`config.mk`:
```
export PLATFORM = sky130hd
export DESIGN_NAME = irq_ctrl
export DESIGN_NICKNAME = d
export VERILOG_FILES = /design/src/rtl/irq_ctrl.sv
export SDC_FILE = /design/constraint.sdc
export NUM_CORES = 1
export LEC_CHECK = 0
export CORE_UTILIZATION = 39
export CTS_CLUSTER_DIAMETER = 150
export CTS_CLUSTER_SIZE = 28
export DETAILED_ROUTE_END_ITERATION = 7
export HOLD_SLACK_MARGIN = 0.02
export PLACE_DENSITY = 0.74
export RECOVER_POWER = 25
export SYNTH_ARGS = -nofsm -noshare
export SYNTH_HDL_FRONTEND = slang
export SYNTH_SLANG_ARGS = --single-unit
```
`constraint.sdc`:
```
create_clock -name clk -period 1.75 [get_ports clk]
set_input_delay 0.35 -clock clk [delete_from_list [all_inputs] [get_ports clk]]
set_output_delay 0.35 -clock clk [all_outputs]
set_load 0.005 [all_outputs]
```
`src/rtl/irq_ctrl.sv`:
```
// Prioritised interrupt controller: merges N_SRC edge-triggered sources into one CPU
// interrupt line and snoops CPU RAM writes for mask, ISR-entry save and EOI events.
module irq_ctrl #(
  parameter int          N_SRC     = 8,
  parameter int          ID_W      = 3,
  parameter logic [13:0] SAVE_ADDR = 14'h0015,
  parameter logic [13:0] MASK_ADDR = 14'h3FF0,
  parameter logic [13:0] EOI_ADDR  = 14'h3FF1
) (
  input  logic             clk,
  input  logic             rst,
  input  logic [N_SRC-1:0] irq_src,
  input  logic             snoop_we,
  input  logic [13:0]      snoop_addr,
  input  logic [31:0]      snoop_data,
  output logic             cpu_irq,
  output logic             active_valid,
  output logic [ID_W-1:0]  active_id,
  output logic [N_SRC-1:0] pending,
  output logic [N_SRC-1:0] mask
);

  typedef enum logic [1:0] {IDLE, RAISED, SERVICE} state_t;

  state_t           state, state_nxt;
  logic [N_SRC-1:0] sync1, sync2, hist, rise;
  logic [N_SRC-1:0] req, clr;
  logic [ID_W-1:0]  win_id, id_nxt;
  logic             win_vld, irq_nxt, valid_nxt;
  logic             mask_wr, save_wr, eoi_wr;
  logic             unused_data;

  assign unused_data = ^snoop_data[31:N_SRC];

  assign mask_wr = snoop_we && (snoop_addr == MASK_ADDR);
  assign save_wr = snoop_we && (snoop_addr == SAVE_ADDR);
  assign eoi_wr  = snoop_we && (snoop_addr == EOI_ADDR);

  // Two synchroniser flops, a history flop, and a registered rising-edge strobe.
  always_ff @(posedge clk or posedge rst) begin
    if (rst) begin
      sync1 <= '0;
      sync2 <= '0;
      hist  <= '0;
      rise  <= '0;
    end else begin
      sync1 <= irq_src;
      sync2 <= sync1;
      hist  <= sync2;
      rise  <= sync2 & ~hist;
    end
  end

  assign req = pending & mask;

  // Lowest index wins: scan downward so the last hit is the smallest.
  always_comb begin
    win_id  = '0;
    win_vld = |req;
    for (int i = N_SRC - 1; i >= 0; i--)
      if (req[i]) win_id = ID_W'(i);
  end

  always_comb begin
    state_nxt = state;
    irq_nxt   = cpu_irq;
    valid_nxt = active_valid;
    id_nxt    = active_id;
    clr       = '0;
    case (state)
      IDLE: begin
        if (win_vld) begin
          id_nxt    = win_id;
          irq_nxt   = 1'b1;
          state_nxt = RAISED;
        end
      end
      RAISED: begin
        // Request is never retargeted once raised; the CPU may already hold it.
        if (save_wr) begin
          clr       = N_SRC'(1) << active_id;
          irq_nxt   = 1'b0;
          valid_nxt = 1'b1;
          state_nxt = SERVICE;
        end
      end
      SERVICE: begin
        if (eoi_wr) begin
          valid_nxt = 1'b0;
          state_nxt = IDLE;
        end
      end
      default: begin
        irq_nxt   = 1'b0;
        valid_nxt = 1'b0;
        state_nxt = IDLE;
      end
    endcase
  end

  always_ff @(posedge clk or posedge rst) begin
    if (rst) begin
      state        <= IDLE;
      cpu_irq      <= 1'b0;
      active_valid <= 1'b0;
      active_id    <= '0;
      pending      <= '0;
      mask         <= '0;
    end else begin
      state        <= state_nxt;
      cpu_irq      <= irq_nxt;
      active_valid <= valid_nxt;
      active_id    <= id_nxt;
      // A fresh edge on the bit being cleared keeps it pending.
      pending      <= (pending & ~clr) | rise;
      if (mask_wr) mask <= snoop_data[N_SRC-1:0];
    end
  end

endmodule

```
==> metrics.cfg, run 1 <==
[run_status]
status = complete, no violations

[cts]
clock_latency_ns = 0.30
clockRootBuffer = clkbuf_8
cts_made_buffers = 5
cts.htree.levels = 2
cts_setup_buffers = 0
ctsHoldBuffers = 0
cts.clk_slew.worst_paths_ns = 0.09
clkSinkCount = 55
cts_tree = done
max-clock-path-buffers = 2
cts_repair_resize_count = 0

[global_routing]
overflow = 0
grt_pass1_vias = 1306
antenna_found_initial = 0
grt_use_total = 0.147
grt_first_pass_wirelength_mm = 5.94
grt_max_degree = 56

[die]
io_pins = 78
rows = 25
core_area_um2 = 4850
die_area_um2 = 5450
die_width_um = 73.8
die_height_um = 73.8
initial_utilization = 0.415

[yosys]
ys_ff_latch = 55
ys_types = 27
syn_avg_cell_area_um2 = 13.2
synth_top_area_cell = dfrtp_1
synth.area.top_cells = dfrtp_1, mux2_4, a21oi_1
synth_warnings = 0
syn-cell-area_um2 = 2010
synth_ff_type = dfrtp_1
yosysTopAreaCellShare = 0.684
syn_inst = 152
synthArstFlopShare = 1.00
synth-edff-count = 0
syn_nets = 209
ys_seq_area_frac = 0.684

[place]
dpl_cell_area_um2 = 2660
dp.cells = 273
place.detailed.hpwl_mm = 2.65
gp_congestion = 0.766
place_ws_ns = -0.137
port-buffer-count = 53

[setup_path]
r2r_slack_ns = 0.40
end_kind = primary output
path_buf_inv = 1
cp-start-kind = flop
cp_slowest_cell = clkdlybuf4s50_1
path_class = reg -> out
worstPathCellList = clkdlybuf4s50_1
path_max_fanout = 4
crit_required_ns = 1.40
worstPathArrival_ns = 1.30
slowest_delay_ns = 0.54
cp_top_family = buffers and inverters

[routing]
ant_nets = 0
drt_iter0_drc = 57
wl_per_cell_um = 12.7
totalWireLength_mm = 3.57
via_per_inst = 4.79
vias = 1345
drc_errors = 0
first_pass_iters = 4

[sta]
tightest_slew_ns = 0.405
slew_headroom = 0.729
fmax_ghz = 0.606
rsz0062_at_grt = no
fin_skew_ns = 0.00239
setup_ws_ns = 0.0994
period_share = 0.943
fin_tns_setup_ns = 0
drv_slew = 0
setup_viol = 0
post-route-min-period_ns = 1.65
hold_violations = 0

[layout]
fin_cells = 281
fin_area_um2 = 2760
diodes = 0
post-route-util = 0.569
fillers = 401
final_cell_mix = dfrtp_1, clkdlybuf4s50_1, nor2_1
area_growth_pct = 37.1
drive_gt1_frac = 0.107
final_common_cell = dfrtp_1
final_nets = 270

[job]
max-cap-violations = 0

[power_and_ir_drop]
clock_power_share = 0.339
seqPwrFrac = 0.607
power.internal_mw = 1.72
netSwitchingFraction = 0.212
power_frac_comb = 0.054
p_leak_nw = 1.20
p_switching_uw = 461
ir_drop_v = 0.000486
p_per_area_nw_per_um2 = 790

[min_path]
hold_class = reg -> reg

[metal layers]
metal	up-vias	track usage	wire length, µm
li1	656	-	-
met1	639	0.180	1510
met2	44	0.236	1800
met3	6	0.0425	202
met4	0	0.0726	46
met5	-	0	0
[final cells by class]
| cell class | count | area (µm²) | area share |
|---|---|---|---|
| Tap cell | 67 | 83.8 | 0.0304 |
| Clock buffer | 6 | 82.6 | 0.0299 |
| Clock inverter | 2 | 20.0 | 0.00726 |
| Timing Repair Buffer | 55 | 571 | 0.207 |
| Sequential cell | 55 | 1380 | 0.499 |
| Inverter | 4 | 15.0 | 0.00544 |
| Multi-Input combinational cell | 92 | 609 | 0.221 |
[cells in the mapped netlist (all sizes together), types with 2 or more instances]
master / instances
and4: 4
inv: 4
nand3: 2
a22oi: 4
nor4b: 3
nand2: 11
mux2: 8
o21ai: 2
nand3b: 4
a32o: 2
nor2b: 9
dfrtp: 55
nor2: 18
a21oi: 14
nand4: 2
[worst paths after layout]
check	depth (start not counted)	from	to
worst max register to register	4	pending[2]$_DFF_PP0_	cpu_irq$_DFFE_PP0P_
min in group asynchronous	3	rst	sync1[4]$_DFF_PP0_
worst min-delay path	0	sync1[6]$_DFF_PP0_	sync2[6]$_DFF_PP0_
worst max-delay path	1	pending[4]$_DFF_PP0_	pending[4]
max in group asynchronous	3	rst	mask[0]$_DFFE_PP0P_
worst min register to register	0	sync1[6]$_DFF_PP0_	sync2[6]$_DFF_PP0_
[cells by family after synthesis]
group	Yosys count	share of synthesized area
and+or+nand+nor	59	0.167
DFF	55	0.684
AOI/OAI and AO/OA	25	0.0765
muxes	8	0.0597
buffers and inverters	5	0.0131
[per-stage QoR]
stage,total power [mW],hold WS [ns]
2_1_floorplan,1.38,0.331
5_1_grt,2.30,0.365
6_report,2.18,0.356
3_3_place_gp,1.47,0.332
3_5_place_dp,1.47,0.336
4_1_cts,2.23,0.360
[registers in the layout (all words and copies together), names as in the netlist]
name,cells
hist,8
mask,8
pending,8
rise,8
sync1,8
sync2,8
active_id,3
state,2
active_valid,1
cpu_irq,1
[power by group through the flow]
| stage | Clock [mW] | Sequential [mW] | Combinational, mW |
|---|---|---|---|
| 2_1_floorplan | 0 | 1.34 | 0.0346 |
| 3_3_place_gp | 0 | 1.34 | 0.122 |
| 3_5_place_dp | 0 | 1.35 | 0.124 |
| 4_1_cts | 0.780 | 1.32 | 0.124 |
| 5_1_grt | 0.841 | 1.33 | 0.132 |
| 6_report | 0.739 | 1.32 | 0.118 |
Note: power is estimated with default switching activity, not from simulation.
==> inputs of run 2 (changes only) <==
--- a/config.mk
+++ b/config.mk
@@ -10,7 +10,7 @@
 export CTS_CLUSTER_SIZE = 28
 export DETAILED_ROUTE_END_ITERATION = 7
 export HOLD_SLACK_MARGIN = 0.02
-export PLACE_DENSITY = 0.74
+export PLACE_DENSITY = 0.84
 export RECOVER_POWER = 25
 export SYNTH_ARGS = -nofsm -noshare
 export SYNTH_HDL_FRONTEND = slang
==> constraint.sdc (replaced) <==
create_clock -name clk -period 1.75 [get_ports clk]
set_input_delay 0.35 -clock clk [delete_from_list [all_inputs] [get_ports clk]]
set_output_delay 0.35 -clock clk [all_outputs]
set_load 0.1 [all_outputs]
==> run 2 against run 1 <==
Against the previous run: cell area grew 9.0%; highest routed layer unchanged; wire length increased by 11%; core utilization is 5.1 points higher; register-to-register slack got worse by 0.04 ns; critical endpoint is now pending[3]$_DFF_PP0_.
==> metrics.cfg, run 2 (synthesized netlist as in run 1, its figures left out) <==
[run_status]
status = complete, no violations

[cts]
clockRootBuffer = clkbuf_8
ctsHoldBuffers = 0
cts.htree.levels = 2
clkSinkCount = 55
max-clock-path-buffers = 2
cts_setup_buffers = 0
clock_latency_ns = 0.30
cts_repair_resize_count = 0
cts.clk_slew.worst_paths_ns = 0.09
cts_made_buffers = 5
cts_tree = done

[routing]
via_per_inst = 4.98
vias = 1404
totalWireLength_mm = 3.98
wl_per_cell_um = 14.1
drc_errors = 0
first_pass_iters = 4
ant_nets = 0
drt_iter0_drc = 101

[setup_path]
cp-start-kind = primary input
end_kind = flop
slowest_delay_ns = 0.42
r2r_slack_ns = 0.36
worstPathCellList = clkdlybuf4s50_1, nor4b_1, and4_4, and2b_1, a21oi_1
path_max_fanout = 5
path_class = in -> reg
crit_required_ns = 1.94
cp_slowest_cell = clkdlybuf4s50_1
worstPathArrival_ns = 1.77

[global_routing]
grt_pass1_vias = 1451
grt_use_total = 0.161
grt_max_degree = 56
antenna_found_initial = 0
grt_first_pass_wirelength_mm = 6.58
overflow = 0

[job]
max-cap-violations = 0

[sta]
fin_tns_setup_ns = 0
period_share = 0.904
hold_slack_ns = 0.352
fmax_ghz = 0.632
post-route-min-period_ns = 1.58
tightest_slew_ns = 0.458
drv_slew = 0
slew_headroom = 0.694
fin_skew_ns = 0.00977
rsz0062_at_grt = no
hold_violations = 0
setup_viol = 0

[die]
die_width_um = 73.8
die_height_um = 73.8
core_area_um2 = 4850
initial_utilization = 0.415
rows = 25
die_area_um2 = 5450
io_pins = 78

[place]
port-buffer-count = 53
dp.cells = 274
gp_congestion = 0.788
place.detailed.hpwl_mm = 3.00

[layout]
drive_gt1_frac = 0.205
diodes = 0
fillers = 366
area_growth_pct = 49.4
final_common_cell = dfrtp_1
final_cell_mix = dfrtp_1, clkdlybuf4s50_1, buf_12
final_nets = 271
fin_cells = 282

[power_and_ir_drop]
power.total_mw = 2.40
ir_drop_v = 0.000576
p_per_area_nw_per_um2 = 799
p_leak_nw = 1.33

[min_path]
hold_class = reg -> reg

run 2: cell count changes in the layout (fill, tap and decap cells not counted):
| cell | previous run | this run |
|---|---|---|
| clkinv_4 | 1 | 0 |
| clkbuf_1 | 0 | 1 |
| clkbuf_8 | 6 | 5 |
| buf_4 | 0 | 1 |
| inv_8 | 1 | 0 |
| bufinv_16 | 0 | 2 |
| clkdlybuf4s50_1 | 45 | 24 |
| buf_12 | 2 | 23 |
run 2: final timing paths:
kind,depth (start not counted),start,to
min in group asynchronous,3,rst,active_valid$_DFFE_PP0P_
setup / recovery,5,snoop_addr[5],pending[3]$_DFF_PP0_
setup reg to reg,4,pending[6]$_DFF_PP0_,cpu_irq$_DFFE_PP0P_
max in group asynchronous,3,rst,sync1[1]$_DFF_PP0_
hold / removal,0,sync1[1]$_DFF_PP0_,sync2[1]$_DFF_PP0_
hold reg to reg,0,sync1[1]$_DFF_PP0_,sync2[1]$_DFF_PP0_
run 2: cell type report:
type	instances	area (µm²)	area share
Sequential cell	55	1380	0.458
Clock inverter	2	60.1	0.0200
Multi-Input combinational cell	92	609	0.203
Timing Repair Buffer	56	788	0.262
Clock buffer	6	72.6	0.0241
Inverter	4	15.0	0.00500
Tap cell	67	83.8	0.0279
run 2: per-stage QoR:
step / util / area (µm²) / setup WS, ns
after CTS: 0.620 / 3010 / 0.174
after global placement: 0.593 / 2870 / -0.127
after floorplan: - / 2010 / 0.0491
after detailed placement: 0.593 / 2870 / -0.154
after global routing: 0.620 / 3010 / 0.0818
final: 0.620 / 3010 / 0.168
run 2: worst max-delay path: cells and delay by family:
family | cells | cell delay, ns
buf+inv | 1 | 0.42
simple gates | 3 | 0.91
compound gates | 1 | 0.09
run 2: power breakdown:
group / internal (mW) / switching, mW / leakage [nW] / total, mW
registers: 1.31 / 0.0152 / 0.652 / 1.32
clock network: 0.571 / 0.384 / 0.0654 / 0.955
logic: 0.0766 / 0.0467 / 0.609 / 0.123
run 2: per-layer routing:
metal	track usage	part of all wire	vias up
met1	0.183	0.40	707
met4	0.0427	0.010	0
met3	0.0343	0.034	5
met2	0.305	0.55	35
met5	0	0	-
li1	-	-	657
==> inputs of run 3 (changes only) <==
--- a/config.mk
+++ b/config.mk
@@ -12,6 +12,7 @@
 export HOLD_SLACK_MARGIN = 0.02
 export PLACE_DENSITY = 0.84
 export RECOVER_POWER = 25
+export SETUP_SLACK_MARGIN = 0.15
 export SYNTH_ARGS = -nofsm -noshare
 export SYNTH_HDL_FRONTEND = slang
 export SYNTH_SLANG_ARGS = --single-unit
==> run 3 against run 2 <==
Against the previous run: core utilization is 0.18 points higher; non-clock buffer count unchanged; critical path depth unchanged; wire length is 4.4% lower; fmax up 0.60%; cell area up 0.29%; die area unchanged; power is 9.1% lower; clock power fell by 23%; sequential share of layout area rose by 0.45 points; worst hold slack gained 0.0030 ns; critical path type unchanged; critical endpoint is now mask[4]$_DFFE_PP0P_; highest routed layer unchanged.
==> metrics.cfg, run 3 (synthesized netlist as in run 1, its figures left out) <==
[sta]
tightest_slew_ns = 0.380
slew_headroom = 0.746
post-route-min-period_ns = 1.57
setup_viol = 0
rsz0062_at_grt = no
fmax_ghz = 0.636
hold_violations = 0
period_share = 0.899
drv_slew = 0
fin_skew_ns = 0.00952
hold_slack_ns = 0.355

[routing]
first_pass_iters = 4
vias = 1381
totalWireLength_mm = 3.80
via_per_inst = 4.90
wl_per_cell_um = 13.5
drc_errors = 0
drt_iter0_drc = 47
ant_nets = 0

[setup_path]
path_class = in -> reg
worstPathArrival_ns = 1.76
r2r_slack_ns = 0.37
path_max_fanout = 8
worstPathCellList = clkdlybuf4s50_1, and4_1, and4_4, buf_12, mux2_4
cp_slowest_cell = clkdlybuf4s50_1
cp-start-kind = primary input
crit_required_ns = 1.94
slowest_delay_ns = 0.50
end_kind = flop

[place]
dp.cells = 274
place.detailed.hpwl_mm = 2.93
port-buffer-count = 53
gp_congestion = 0.784

[global_routing]
overflow = 0
grt_max_degree = 31
grt_first_pass_wirelength_mm = 6.29
antenna_found_initial = 0
grt_use_total = 0.158
grt_pass1_vias = 1375

[die]
core_area_um2 = 4850
die_width_um = 73.8
initial_utilization = 0.415
rows = 25
die_height_um = 73.8
die_area_um2 = 5450
io_pins = 78

[power_and_ir_drop]
p_leak_nw = 1.32
ir_drop_v = 0.000691
p_per_area_nw_per_um2 = 724

[cts]
clkSinkCount = 55
max-clock-path-buffers = 2
cts_made_buffers = 5
clockRootBuffer = clkbuf_8
cts_setup_buffers = 0
clock_latency_ns = 0.31
cts.clk_slew.worst_paths_ns = 0.09
ctsHoldBuffers = 0
cts_tree = done
cts.htree.levels = 2

[layout]
final_cell_mix = dfrtp_1, buf_12, clkdlybuf4s50_1
final_common_cell = dfrtp_1
final_nets = 271
drive_gt1_frac = 0.288
fillers = 351
area_growth_pct = 49.8
diodes = 0
fin_cells = 282

[min_path]
hold_class = in -> async

[job]
max-cap-violations = 0

[run_status]
status = complete, no violations

## run 3: final timing paths
kind / start / end / cells after the start
worst min-delay path: rst / sync1[0]$_DFF_PP0_ / 2
worst max-delay path: snoop_addr[8] / mask[4]$_DFFE_PP0P_ / 5
worst min register to register: sync1[4]$_DFF_PP0_ / sync2[4]$_DFF_PP0_ / 0
max in group asynchronous: rst / mask[5]$_DFFE_PP0P_ / 3
worst max register to register: pending[6]$_DFF_PP0_ / cpu_irq$_DFFE_PP0P_ / 4
min in group clk: sync1[4]$_DFF_PP0_ / sync2[4]$_DFF_PP0_ / 0
## run 3: repair_timing
action,CTS,global route
resized for setup,0,5
endpoints found under the hold margin,0,0
setup endpoints to repair,0,16
## run 3: layout make-up
type	count	area, µm²	area share
timing repair buffer	56	793	0.263
clock inverter	2	17.5	0.00581
multi-input combinational	92	624	0.207
inverter	4	18.8	0.00623
clock buffer	6	82.6	0.0274
sequential	55	1390	0.462
tap	67	83.8	0.0278
## run 3: layer usage
metal / up-vias / global-route usage / wire length (µm)
met5: - / 0 / 0
met4: 0 / 0.0812 / 109
met3: 14 / 0.0412 / 171
met2: 48 / 0.280 / 2030
met1: 656 / 0.173 / 1490
li1: 663 / - / -
## run 3: worst max-delay path, delay by kind of cell
family / cells / cell delay [ns]
multiplexers: 1 / 0.30
buffers and inverters: 2 / 0.63
AND/OR/NAND/NOR: 2 / 0.48
## run 3: per-stage QoR
| step | power, mW | setup slack (ns) | utilization | setup TNS (ns) | area [µm²] |
|---|---|---|---|---|---|
| floorplan | 1.38 | 0.111 | - | 0 | 2030 |
| global placement | 1.47 | -0.129 | 0.597 | -1.34 | 2890 |
| detailed placement | 1.48 | -0.140 | 0.597 | -1.68 | 2890 |
| CTS | 2.22 | 0.192 | 0.618 | 0 | 2990 |
| global route | 2.28 | 0.144 | 0.622 | 0 | 3010 |
| finish | 2.18 | 0.177 | 0.622 | 0 | 3010 |
## run 3: report_power, final
part	internal [mW]	switching (mW)
clock network	0.331	0.402
logic	0.0783	0.0487
registers	1.31	0.0141
total	1.72	0.465
